==> config.mk <==
export PLATFORM = sky130hd
export DESIGN_NAME = grey_decade_chain
export DESIGN_NICKNAME = d
export VERILOG_FILES = /design/src/rtl/grey_pkg.sv /design/src/rtl/grey_decade_digit.sv /design/src/rtl/grey_decade_chain.sv
export SDC_FILE = /design/constraint.sdc
export NUM_CORES = 1
export LEC_CHECK = 0
export BUFFER_PORTS_ARGS = -buffer_cell sky130_fd_sc_hd__buf_2
export CAP_MARGIN = 20
export CORE_MARGIN = 1
export CORE_UTILIZATION = 58
export CTS_BUF_LIST = sky130_fd_sc_hd__clkbuf_4
export CTS_CLUSTER_DIAMETER = 150
export DETAILED_ROUTE_END_ITERATION = 10
export GPL_TIMING_DRIVEN = 0
export HOLD_SLACK_MARGIN = 0.03
export MAX_ROUTING_LAYER = met4
export PLACE_DENSITY = 0.86
export RECOVER_POWER = 100
export SETUP_SLACK_MARGIN = 0.1
export SKIP_CTS_REPAIR_TIMING = 1
export SYNTH_ARGS = -nofsm -noshare
export SYNTH_HDL_FRONTEND = slang
export SYNTH_SLANG_ARGS = --single-unit
==> constraint.sdc <==
create_clock -name i_clk -period 2.2 [get_ports i_clk]
set_input_delay 0.55 -clock i_clk [delete_from_list [all_inputs] [get_ports i_clk]]
set_output_delay 0.55 -clock i_clk [all_outputs]
set_load 0.02 [all_outputs]
==> src/rtl/grey_pkg.sv <==
// Shared definitions for the Johnson ("grey") decade digit chain.
// Holds the digit width, the ten legal Johnson codes, the terminal
// codes used by the carry chain and a legality check used by the
// optional GREY_STATE_CHECK_EN state checker.
package grey_pkg;

  // Width of one Johnson decade digit.
  localparam int JOHNSON_W = 5;

  // Johnson codes for the decimal values 0..9.
  localparam logic [JOHNSON_W-1:0] J0 = 5'b00000;
  localparam logic [JOHNSON_W-1:0] J1 = 5'b00001;
  localparam logic [JOHNSON_W-1:0] J2 = 5'b00011;
  localparam logic [JOHNSON_W-1:0] J3 = 5'b00111;
  localparam logic [JOHNSON_W-1:0] J4 = 5'b01111;
  localparam logic [JOHNSON_W-1:0] J5 = 5'b11111;
  localparam logic [JOHNSON_W-1:0] J6 = 5'b11110;
  localparam logic [JOHNSON_W-1:0] J7 = 5'b11100;
  localparam logic [JOHNSON_W-1:0] J8 = 5'b11000;
  localparam logic [JOHNSON_W-1:0] J9 = 5'b10000;

  // A digit passes a carry upward when it sits at one of these codes.
  // 9 is the terminal value when counting up and 0 when counting down.
  localparam logic [JOHNSON_W-1:0] J_TERM_UP = J9;
  localparam logic [JOHNSON_W-1:0] J_TERM_DN = J0;

  // Returns 1 when the code is one of the ten legal Johnson codes.
  // The other 22 five-bit patterns can only come from an upset.
  function automatic logic johnson_legal(input logic [JOHNSON_W-1:0] code);
    logic legal;
    legal = 1'b0;
    case (code)
      J0, J1, J2, J3, J4, J5, J6, J7, J8, J9: legal = 1'b1;
      default:                                legal = 1'b0;
    endcase
    return legal;
  endfunction

endpackage

==> src/rtl/grey_decade_digit.sv <==
// One 5-bit Johnson decade digit of grey_decade_chain.
// The digit shifts left (with the top bit inverted into bit 0) to count
// up, and shifts right (with bit 0 inverted into bit 4) to count down.
// A step only happens when i_step is high; i_clr forces the digit to 0.
// With GREY_STATE_CHECK_EN defined an illegal code is forced back to 0
// on the next edge and o_err flags the correction for one cycle.
module grey_decade_digit
  import grey_pkg::*;
(
  input  logic                 i_clk,
  input  logic                 i_rst,
  input  logic                 i_clr,
  input  logic                 i_step,
  input  logic                 i_up,
  output logic [JOHNSON_W-1:0] o_q,
  output logic                 o_term_up,
`ifdef GREY_STATE_CHECK_EN
  output logic                 o_term_dn,
  output logic                 o_err
`else
  output logic                 o_term_dn
`endif
);

  logic [JOHNSON_W-1:0] q_q;
  logic [JOHNSON_W-1:0] q_d;
  logic [JOHNSON_W-1:0] q_inc;
  logic [JOHNSON_W-1:0] q_dec;

`ifdef GREY_STATE_CHECK_EN
  logic illegal;
  logic err_q;
  logic err_d;
`endif

  // Both neighbouring codes of the current digit; each differs in one bit.
  always_comb begin
    q_inc = {q_q[JOHNSON_W-2:0], ~q_q[JOHNSON_W-1]};
    q_dec = {~q_q[0], q_q[JOHNSON_W-1:1]};
  end

`ifdef GREY_STATE_CHECK_EN
  // Next digit value: clear first, then repair of an illegal code, then a step.
  always_comb begin
    illegal = ~johnson_legal(q_q);
    q_d     = q_q;
    err_d   = 1'b0;
    if (i_clr) begin
      q_d = J0;
    end else if (illegal) begin
      q_d   = J0;
      err_d = 1'b1;
    end else if (i_step) begin
      q_d = i_up ? q_inc : q_dec;
    end
  end
`else
  // Next digit value: clear first, otherwise step in the selected direction.
  always_comb begin
    q_d = q_q;
    if (i_clr) begin
      q_d = J0;
    end else if (i_step) begin
      q_d = i_up ? q_inc : q_dec;
    end
  end
`endif

`ifdef GREY_STATE_CHECK_EN
  // Digit and correction flag registers, synchronously reset to zero.
  always_ff @(posedge i_clk) begin
    if (i_rst) begin
      q_q   <= J0;
      err_q <= 1'b0;
    end else begin
      q_q   <= q_d;
      err_q <= err_d;
    end
  end

  assign o_err = err_q;
`else
  // Digit register, synchronously reset to zero.
  always_ff @(posedge i_clk) begin
    if (i_rst) begin
      q_q <= J0;
    end else begin
      q_q <= q_d;
    end
  end
`endif

  assign o_q       = q_q;
  assign o_term_up = (q_q == J_TERM_UP);
  assign o_term_dn = (q_q == J_TERM_DN);

endmodule

==> src/rtl/grey_decade_chain.sv <==
// Fully synchronous chain of DIGITS Johnson decade digits forming a
// decimal up/down counter 0 .. 10^DIGITS-1. Every digit runs on i_clk;
// higher digits advance through a combinational carry-enable chain so
// the whole count updates on a single edge. o_wrap pulses for one cycle
// when the full chain rolls over (all 9s -> all 0s up, or the reverse).
// Optional feature macro: GREY_STATE_CHECK_EN adds per-digit illegal
// code repair and the registered o_err output.
module grey_decade_chain
  import grey_pkg::*;
#(
  parameter int DIGITS = 3
) (
  input  logic                          i_clk,
  input  logic                          i_rst,
  input  logic                          i_en,
  input  logic                          i_up,
  input  logic                          i_clr,
  output logic [JOHNSON_W*DIGITS-1:0]   o_cnt,
`ifdef GREY_STATE_CHECK_EN
  output logic                          o_wrap,
  output logic                          o_err
`else
  output logic                          o_wrap
`endif
);

  logic [DIGITS-1:0] step;
  logic [DIGITS-1:0] term_up;
  logic [DIGITS-1:0] term_dn;
  logic [DIGITS-1:0] term_sel;
  logic              wrap_q;
  logic              wrap_d;

`ifdef GREY_STATE_CHECK_EN
  logic [DIGITS-1:0] err;
`endif

  for (genvar k = 0; k < DIGITS; k++) begin : gen_digit
    grey_decade_digit u_digit (
      .i_clk     (i_clk),
      .i_rst     (i_rst),
      .i_clr     (i_clr),
      .i_step    (step[k]),
      .i_up      (i_up),
      .o_q       (o_cnt[JOHNSON_W*k +: JOHNSON_W]),
      .o_term_up (term_up[k]),
`ifdef GREY_STATE_CHECK_EN
      .o_term_dn (term_dn[k]),
      .o_err     (err[k])
`else
      .o_term_dn (term_dn[k])
`endif
    );

    assign term_sel[k] = i_up ? term_up[k] : term_dn[k];
  end

  // Carry enables: digit k steps only when all lower digits sit at the terminal code.
  always_comb begin
    step    = '0;
    step[0] = i_en;
    for (int k = 1; k < DIGITS; k++) begin
      step[k] = step[k-1] & term_sel[k-1];
    end
  end

  // Full-chain rollover happens when an enabled step finds every digit terminal.
  always_comb begin
    wrap_d = i_en & ~i_clr & (&term_sel);
  end

  // Registered wrap pulse so it lines up with the wrapped count on o_cnt.
  always_ff @(posedge i_clk) begin
    if (i_rst) begin
      wrap_q <= 1'b0;
    end else begin
      wrap_q <= wrap_d;
    end
  end

  assign o_wrap = wrap_q;

`ifdef GREY_STATE_CHECK_EN
  assign o_err = |err;
`endif

endmodule

; After elaboration in Yosys (flattened, before gate mapping)
; Index checks and enable logic that the tools add are counted.
; Widths: inputs -> output; s select.
[word_totals]
register_bits = 16
inputBits = 5
output_inout_bits = 16
word_cells = 29
[op_classes]
n_eq_ne = 3
muxes = 6
bitwise = 11
reduce_logical = 5
[ops]
columns = cell, n
row1 = $eq 5x5->1 const B, 3
row2 = $logic_not 5->1, 3
row3 = $mux 5, 3
row4 = $not 1->1, 7
row5 = $and 1x1->1, 4
row6 = $mux 1, 3
row7 = $reduce_and 3->1, 1
row8 = $reduce_or 2->1, 1

; Longest topological paths before layout
; Gate-level depths: netlist of run 1.
[depth]
depth_word = 4
ltp_mapped = 7
mapped_depth_nobuf = 4

; Cells and area by module
; From an unflattened synthesis of run 1, not the netlist that was laid out.
[hier_totals]
cells_unflattened = 99
hier_area_um2 = 894.6
[by_module_without_submodules]
columns = module, n_inst, cells_each, area_per_inst_um2, seq_area_each_um2
row1 = grey_decade_digit, 3, 30, 265.3, 100.1
row2 = grey_decade_chain, 1, 9, 98.8, 20.0

; Least setup slack after synthesis of run 1
; No wires, ideal clock.
[synth_timing]
path_kind = in2reg
from = input i_up
to = register gen_digit[1].u_digit.q_q[4]
setup_time_ns = 0.079
arrival_time_ns = 1.468
t_required_ns = 2.121
slack_ns = 0.653
path_stages = 7
path_buffers = 3
path_cell_list = buf_6 -> xnor2_1 -> and4_1 -> buf_6 -> buf_12 -> nor2_1 -> a211oi_2
[synth_via]
elab_chain_cells = 2
elab_cells_between_ends = 3
cone_classes = mux: 2 / bitwise: 1
[synth_rtl]
columns = element, line_no
row1 = from (decl), grey_decade_chain.sv:16  ; input logic i_up,
row2 = $mux 1, grey_decade_chain.sv:55  ; assign term_sel[k] = i_up ? term_up[k] : term_dn[k];
row3 = $and 1x1->1, grey_decade_chain.sv:63  ; step[k] = step[k-1] & term_sel[k-1];
row4 = to (signal assigned), grey_decade_digit.sv:88  ; q_q <= q_d;
row5 = to (decl), grey_decade_digit.sv:25  ; logic [JOHNSON_W-1:0] q_q;
; Parallel ways exist; a longest one is shown, timed or not.
; A chain may end at the register's enable or synchronous reset.

; Final worst setup path of run 1
[layout_timing]
from = register gen_digit[1].u_digit.q_q[0]
to = register gen_digit[2].u_digit.q_q[1]
[layout_via]
elab_chain_cells = 3
elab_cells_between_ends = 4
cone_classes = eq/ne: 1 / mux: 1 / bitwise: 1 / reduce/logical: 1
[layout_rtl]
columns = element, line_no
row1 = $eq 5x5->1 or $logic_not 5->1 (tied branches), "grey_decade_digit.sv:94, grey_decade_digit.sv:95"
row2 = $mux 1 (*), grey_decade_chain.sv:55
row3 = $and 1x1->1 (*), grey_decade_chain.sv:63
row4 = to (signal assigned), grey_decade_digit.sv:88
row5 = to (decl), grey_decade_digit.sv:25
; Every way passes the cells marked *; elsewhere a longest branch is shown, timed or not.

==> results of run 1 <==
==> sequential cells by signal, indices dropped and copies added (netlist names) <==
name,count
gen_digit.u_digit.o_q,15
o_wrap,1
==> worst max-delay path: cells and delay by family, from the launching register on <==
family | cells | cell delay (ns)
simple gates | 3 | 0.72
compound gates | 1 | 0.46
flops | 1 | 0.36
==> power groups by stage <==
stage | Combinational (mW) | Clock [mW] | Sequential [mW]
6_report | 0.112 | 0.150 | 0.311
5_1_grt | 0.122 | 0.159 | 0.312
4_1_cts | 0.122 | 0.150 | 0.311
3_5_place_dp | 0.122 | 0 | 0.318
3_3_place_gp | 0.119 | 0 | 0.318
2_1_floorplan | 0.0839 | 0 | 0.327
==> layer usage <==
layer / wire length, um / global-route usage [%] / vias up
met5: 0 / - / -
met4: 22 / 10.00 / 0
met3: 75 / 3.261 / 4
met2: 901 / 44.44 / 23
met1: 895 / 30.56 / 367
li1: - / - / 386
==> layout by cell type (no fill, tap or decap), drive strengths merged <==
cell and n:
inv 2, a21oi 9, or2 1, nand2b 3
xnor2 2, clkbuf 23, nor4 2, nand4 1
a311oi 2, and4 1, dfxtp 16, nand2 2
nand3 3, buf 6, and3 1, mux2i 7
o21ai 4, a2111oi 3, and2b 1, nor2b 2
nor3 6, a211oi 6, nor2 13
==> worst max-delay path by stage <==
stage,startpoint,end,slack (ns),cells past startpoint
CTS,gen_digit[1].u_digit.o_q[2],o_cnt[7],0.66,1
finish,gen_digit[1].u_digit.o_q[0],gen_digit[2].u_digit.o_q[1],0.51,4
global route,gen_digit[1].u_digit.o_q[0],gen_digit[2].u_digit.o_q[2],0.33,4
floorplan,i_up,gen_digit[1].u_digit.o_q[4],0.65,7
global placement,i_up,gen_digit[2].u_digit.o_q[1],0.52,5
detailed placement,i_up,gen_digit[2].u_digit.o_q[1],0.48,5
==> kinds of logic (layout without fill, tap and decap cells) <==
group | Yosys count | in the layout | synth area share (%)
AOI/OAI and AO/OA | 24 | 24 | 21.39
DFF | 16 | 16 | 36.99
xor gates and xnor gates | 2 | 2 | 2.023
muxes | 7 | 7 | 8.093
buffers and inverters | 9 | 31 | 7.803
and+or+nand+nor | 36 | 36 | 23.70
==> per-stage QoR <==
step,hold slack [ns],total power [mW],setup slack [ns]
after CTS,0.5393,0.5837,0.6557
after global placement,0.5241,0.4363,0.5230
final,0.5409,0.5724,0.5142
after detailed placement,0.5226,0.4403,0.4828
after global routing,0.5729,0.5935,0.3279
after floorplan,0.5893,0.4111,0.6528
==> area by class of cell <==
class | instances | area (sq um)
Fill cell | 138 | 407.9
Timing Repair Buffer | 19 | 73.82
Multi-Input combinational cell | 69 | 446.7
Sequential cell | 16 | 320.3
Tap cell | 15 | 18.77
Clock buffer | 3 | 22.52
Buffer | 7 | 52.55
Inverter | 2 | 7.507
==> metrics.yaml, run 1 <==
status:
  status: "complete, no violations"
finish:
  post_layout_nonfiller_instances: 131
  layout-drive-gt1-share_pct: 12.93
  nNetsFinal: 123
  final_util_pct: 69.79
  syn2layout_area_growth_pct: 8.815
  fin_area_sq_um: 942.2
  diodes: 0
worst_setup_path:
  worstPathCellList: "nor4_1 > nand3_1 > a2111oi_0 > nor3_1"
  cp_max_fo: 6
  crit_type: "reg -> reg"
  crit_slowest_cell: "a2111oi_0"
  ff2ff_path_depth: 4
  cp-end-kind: "register"
  crit_path_max_incr_delay_ns: 0.46
  reg2reg_from: "gen_digit[1].u_digit.o_q[0]"
  rrSetupSlack_ns: 0.51
  worstReg2RegEnd: "gen_digit[2].u_digit.o_q[1]"
  crit_arrival_ns: 1.83
  start_kind: "register"
  worstPathRequired_ns: 2.35
clocking:
  clk_pin_slew_worst_paths_ns: 0.09
  clockRootBuffer: "clkbuf_4"
  clockBufferDepth: 2
  clk_latency_ns: 0.28
  htreeDepth: 1
  tritoncts: "yes"
  numCtsBuffers: 3
  cts_sinks: 16
synthesis:
  syn_nets: 99
  synth_cell_types: 31
  syn-cell-area_sq_um: 865.8
  avgSynthCellArea_sq_um: 9.211
  ys_seq_elements: 16
  synth_area_leader_cell: "dfxtp_1"
  synthCells: 94
  yosys.cell_count.top_type: "dfxtp_1"
  synthTopCellsByCount: "dfxtp_1, nor2_1, a21oi_1, mux2i_1, nor3_1"
  ys_seq_area_share_pct: 36.99
  synth-async-reset-ratio_pct: 0
  synth_top_area_share_pct: 36.99
  synth_ff_type: "dfxtp_1"
  synth_area_leaders: "dfxtp_1, mux2i_1, nor2_1, a21oi_1, a211oi_2"
  yosysWarnings: 0
  synth-edff-count: 0
pwr:
  power.switching_mw: 0.1682
  swShare_pct: 29.38
  pwr-share-comb_pct: 19.5
  cellPowerDensity_nw_per_um2: 607.6
  pwr-share-seq_pct: 54.3
  ir_worst_vdd_uv: 352.2
  leakage_nw: 0.3227
  intPower_mw: 0.4042
  clkPwrFrac_pct: 26.2
floorplan:
  die_h_um: 40.64
  dieWidth_um: 40.64
  die_area_sq_um: 1651
  start_util_pct: 64.13
  io_pins: 21
  rows: 13
  coreArea_sq_um: 1350
global_routing:
  antenna_found_initial: 0
  grt_pass1_wl_mm: 2.787
  first_global_vias: 628
  grt-ovfl-total: 0
  grt_max_degree: 11
  grt_use_total_pct: 25.90
route:
  drc: 0
  vias: 780
  drt_iter0_markers: 23
  drt-pass1-iter-count: 4
  routed_wl_mm: 1.894
  viasPerCell: 5.954
  routedWlPerCell_um: 14.46
  ant_nets: 0
worst_hold_path:
  whs_path_depth: 2
  whs_endpoint: "gen_digit[2].u_digit.o_q[4]"
  hold_path_class: "reg -> reg"
  hold_start: "gen_digit[2].u_digit.o_q[4]"
timing:
  max_freq_mhz: 593.2
  slew_headroom_pct: 64.21
  worst_pin_slew_ns: 0.5369
  setup_tns_ns: 0
  rsz0062_at_grt: "false"
  clock_skew_ns: 0.006905
  post-route-period-util_pct: 76.63
  post-route-min-period_ns: 1.686
  drv_slew: 0
  finalHoldViolations: 0
  finalSetupViolCount: 0
placement:
  placed_area_sq_um: 979.7
  gp_congestion: 0.7207
  dp_cells: 128
  numPortBuffers: 19
  dp_hpwl_mm: 1.377
flow_run:
  maxCapViolCount: 0
No activity file was read; power rests on OpenSTA's default activity.
==> run 2, diff against run 1 <==
--- a/config.mk
+++ b/config.mk
@@ -5,17 +5,18 @@
 export SDC_FILE = /design/constraint.sdc
 export NUM_CORES = 1
 export LEC_CHECK = 0
+export ABC_AREA = 1
 export BUFFER_PORTS_ARGS = -buffer_cell sky130_fd_sc_hd__buf_2
 export CAP_MARGIN = 20
 export CORE_MARGIN = 1
-export CORE_UTILIZATION = 58
+export CORE_UTILIZATION = 55
 export CTS_BUF_LIST = sky130_fd_sc_hd__clkbuf_4
 export CTS_CLUSTER_DIAMETER = 150
 export DETAILED_ROUTE_END_ITERATION = 10
 export GPL_TIMING_DRIVEN = 0
 export HOLD_SLACK_MARGIN = 0.03
 export MAX_ROUTING_LAYER = met4
-export PLACE_DENSITY = 0.86
+export PLACE_DENSITY = 0.8
 export RECOVER_POWER = 100
 export SETUP_SLACK_MARGIN = 0.1
 export SKIP_CTS_REPAIR_TIMING = 1
==> constraint.sdc (replaced) <==
create_clock -name i_clk -period 1.68 [get_ports i_clk]
set_input_delay 0.42 -clock i_clk [delete_from_list [all_inputs] [get_ports i_clk]]
set_output_delay 0.42 -clock i_clk [all_outputs]
set_load 0.02 [all_outputs]
==> run 2 against run 1 <==
Compared with the run above:
- sequential share of layout area shrank 5.1 points
- maximum frequency grew 21%
- worst hold slack got worse by 0.039 ns
- count of clock-buffer cells in the layout stayed put
- combinational power rose by 70%
- core utilization shrank 5.0 points
- non-clock buffer count down 1
- area after synthesis up 15%
- highest routed layer unchanged
==> metrics.yaml, run 2 <==
status:
  status: "complete, no violations"
floorplan:
  coreArea_sq_um: 1708  # +27%
  io_pins: 21  # unchanged
  dieWidth_um: 44.64  # +9.8%
  rows: 15  # +2
  start_util_pct: 58.53  # -5.6 points
  die_area_sq_um: 1992  # +21%
  die_h_um: 44.64  # +9.8%
global_routing:
  antenna_found_initial: 0  # unchanged
  first_global_vias: 756  # +20%
  grt_pass1_wl_mm: 3.180  # +14%
  grt_max_degree: 11  # unchanged
  grt-ovfl-total: 0  # unchanged
  grt_use_total_pct: 22.92  # -3.0 points
timing:
  finalHoldViolations: 0  # unchanged
  rsz0062_at_grt: "false"
  drv_slew: 0  # unchanged
  setup_tns_ns: 0  # unchanged
  worst_slack_ns: 0.2881  # -0.2261 ns
  slew_headroom_pct: 71.23  # +7.0 points
  finalSetupViolCount: 0  # unchanged
  max_freq_mhz: 718.4  # +21%
  worst_pin_slew_ns: 0.4316  # -0.1053 ns
  post-route-min-period_ns: 1.392  # -0.2939 ns
  clock_skew_ns: 0.002302  # -0.004603 ns
  post-route-period-util_pct: 82.85  # +6.2 points
finish:
  final_util_pct: 64.84  # -5.0 points
  final_cell_mix: "nand2_1, inv_1, clkbuf_1, nor2_1, dfxtp_1"
  layout_commonest_cell: "nand2_1"
  diodes: 0  # unchanged
  largest_reg_flops: 15  # unchanged
  nNetsFinal: 170  # +38%
  layout-drive-gt1-share_pct: 17.18  # +4.2 points
  fin_area_sq_um: 1107  # +18%
  post_layout_nonfiller_instances: 188  # +44%
  syn2layout_area_growth_pct: 10.76
clocking:
  clk_latency_ns: 0.28  # about the same
  htreeDepth: 1  # unchanged
  tritoncts: "yes"
  clk_pin_slew_worst_paths_ns: 0.09  # about the same
  clockBufferDepth: 2  # unchanged
  clockRootBuffer: "clkbuf_4"
  numCtsBuffers: 3  # unchanged
  cts_sinks: 16  # unchanged
worst_setup_path:
  cp-end-kind: "register"
  reg2reg_from: "gen_digit[0].u_digit.o_q[4]"
  rrSetupSlack_ns: 0.29  # -0.23 ns
  ff2ff_path_depth: 8  # +4
  worstPathRequired_ns: 1.87  # -0.48 ns
  worstReg2RegEnd: "gen_digit[2].u_digit.o_q[0]"
  start_kind: "register"
  crit_arrival_ns: 1.58  # -0.25 ns
  crit_type: "reg -> reg"
  cp_max_fo: 10  # +4
pwr:
  pwr-share-seq_pct: 51.1  # -3.2 points
  cellPowerDensity_nw_per_um2: 714.4  # +18%
  pwr-share-comb_pct: 24.1  # +4.6 points
  power.switching_mw: 0.2545  # +51%
  leakage_nw: 0.4859  # +51%
  swShare_pct: 32.17  # +2.8 points
  intPower_mw: 0.5366  # +33%
  clkPwrFrac_pct: 24.8  # -1.4 points
  ir_worst_vdd_uv: 458.4  # +30%
worst_hold_path:
  whs_path_depth: 5  # +3
  hold_start: "i_rst"
  whs_endpoint: "gen_digit[0].u_digit.o_q[0]"
  hold_path_class: "in -> reg"
placement:
  dp_cells: 185  # +45%
  numPortBuffers: 19  # unchanged
  gp_congestion: 0.8893  # +23%
  placed_area_sq_um: 1126  # +15%
  dp_hpwl_mm: 1.540  # +12%
  post-place-ws_ns: 0.2232  # -0.2596 ns
synthesis:
  synthTopCellsByCount: "nand2_1, inv_1, dfxtp_1, nor2_1, nand4_1"
  syn-cell-area_sq_um: 999.7  # +15%
  ys_seq_elements: 16  # unchanged
  yosys.cell_count.top_type: "nand2_1"
  synthCells: 141  # +50%
  synth_area_leader_cell: "dfxtp_1"
  avgSynthCellArea_sq_um: 7.090  # -23%
  syn_nets: 146  # +47%
  ys_seq_area_share_pct: 32.04  # -5.0 points
  synth_area_leaders: "dfxtp_1, nand2_1, inv_1, nor2_1, nand4_1"
  synth_top_area_share_pct: 32.04  # -5.0 points
  synth-edff-count: 0  # unchanged
  synth-async-reset-ratio_pct: 0  # unchanged
  synth_ff_type: "dfxtp_1"
  yosysWarnings: 0  # unchanged
  synth_cell_types: 24  # -23%
route:
  viasPerCell: 4.904  # -18%
  highest_layer: "met4"
  routedWlPerCell_um: 10.74  # -26%
  drt_iter0_markers: 19  # -17%
  drc: 0  # unchanged
  wl_met2_um: 970  # +7.7%
  ant_nets: 0  # unchanged
  vias: 922  # +18%
  drt-pass1-iter-count: 4  # unchanged
  route.met3.wl_um: 65  # -13%
  wl_met1_um: 968  # +8.2%
  routed_wl_mm: 2.020  # +6.7%
flow_run:
  maxCapViolCount: 0  # unchanged
==> run 2: cell types whose count changed after synthesis, moves of 4 or more <==
| cell | before | now |
|---|---|---|
| inv_1 | 2 | 22 |
| mux2i_1 | 7 | 0 |
| nor3_1 | 6 | 1 |
| nor2_1 | 11 | 16 |
| nand2_4 | 0 | 4 |
| nand4_1 | 1 | 9 |
| o211ai_1 | 0 | 5 |
| nand2_1 | 2 | 31 |
==> run 2: power by group through the flow <==
stage | combinational, mW | sequential [mW] | clock (mW)
CTS | 0.205 | 0.404 | 0.204
finish | 0.190 | 0.405 | 0.196
detailed placement | 0.205 | 0.413 | 0
floorplan | 0.150 | 0.427 | 0
global route | 0.211 | 0.407 | 0.230
global placement | 0.201 | 0.413 | 0
==> run 2: critical path, stage by stage (launching register included) <==
cell,delay [ns]
dfxtp_1,0.43
inv_1,0.11
nand2_4,0.08
nand2_4,0.07
nor2_8,0.09
clkbuf_2,0.25
nand4_1,0.14
nand2_1,0.10
nor2_2,0.03
==> run 2: area by class of cell <==
type                    instances  area (sq um)
multi-input cells              96         538.0
well taps                      25         31.28
plain buffers                   6         33.78
inverters                      23         86.33
flip-flops and latches         16         320.3
fillers                       169         600.6
clock buffers                   3         22.52
repair buffers                 19         75.07
==> run 2: worst max path at each step <==
stage | end | slack, ns | start | depth (start not counted)
after floorplan | gen_digit[2].u_digit.o_q[0] | 0.39 | gen_digit[0].u_digit.o_q[4] | 8
final | gen_digit[2].u_digit.o_q[0] | 0.29 | gen_digit[0].u_digit.o_q[4] | 8
after global routing | gen_digit[1].u_digit.o_q[2] | 0.15 | gen_digit[0].u_digit.o_q[0] | 7
after CTS | o_cnt[4] | 0.35 | gen_digit[0].u_digit.o_q[4] | 1
after detailed placement | gen_digit[2].u_digit.o_q[4] | 0.22 | i_clr | 6
after global placement | gen_digit[2].u_digit.o_q[4] | 0.25 | i_clr | 6
==> run 2: per-stage QoR <==
| stage | hold WS, ns | total power, mW |
|---|---|---|
| 2_1_floorplan | 0.5891 | 0.5763 |
| 3_3_place_gp | 0.5088 | 0.6141 |
| 3_5_place_dp | 0.5171 | 0.6175 |
| 4_1_cts | 0.4956 | 0.8140 |
| 5_1_grt | 0.5139 | 0.8472 |
| 6_report | 0.5018 | 0.7910 |
==> run 2: per-layer routing <==
layer  vias to the layer above  track usage, %
met5                         -               -
met4                         0           12.12
met3                         2           5.714
met2                        21           35.00
met1                       411           27.59
li1                        488               -
==> run 2: cell families after synthesis <==
group	synth area share, %
AND/OR/NAND/NOR	44.43
buffers and inverters	13.27
flip-flops	32.04
AO/OA/AOI/OAI	10.26
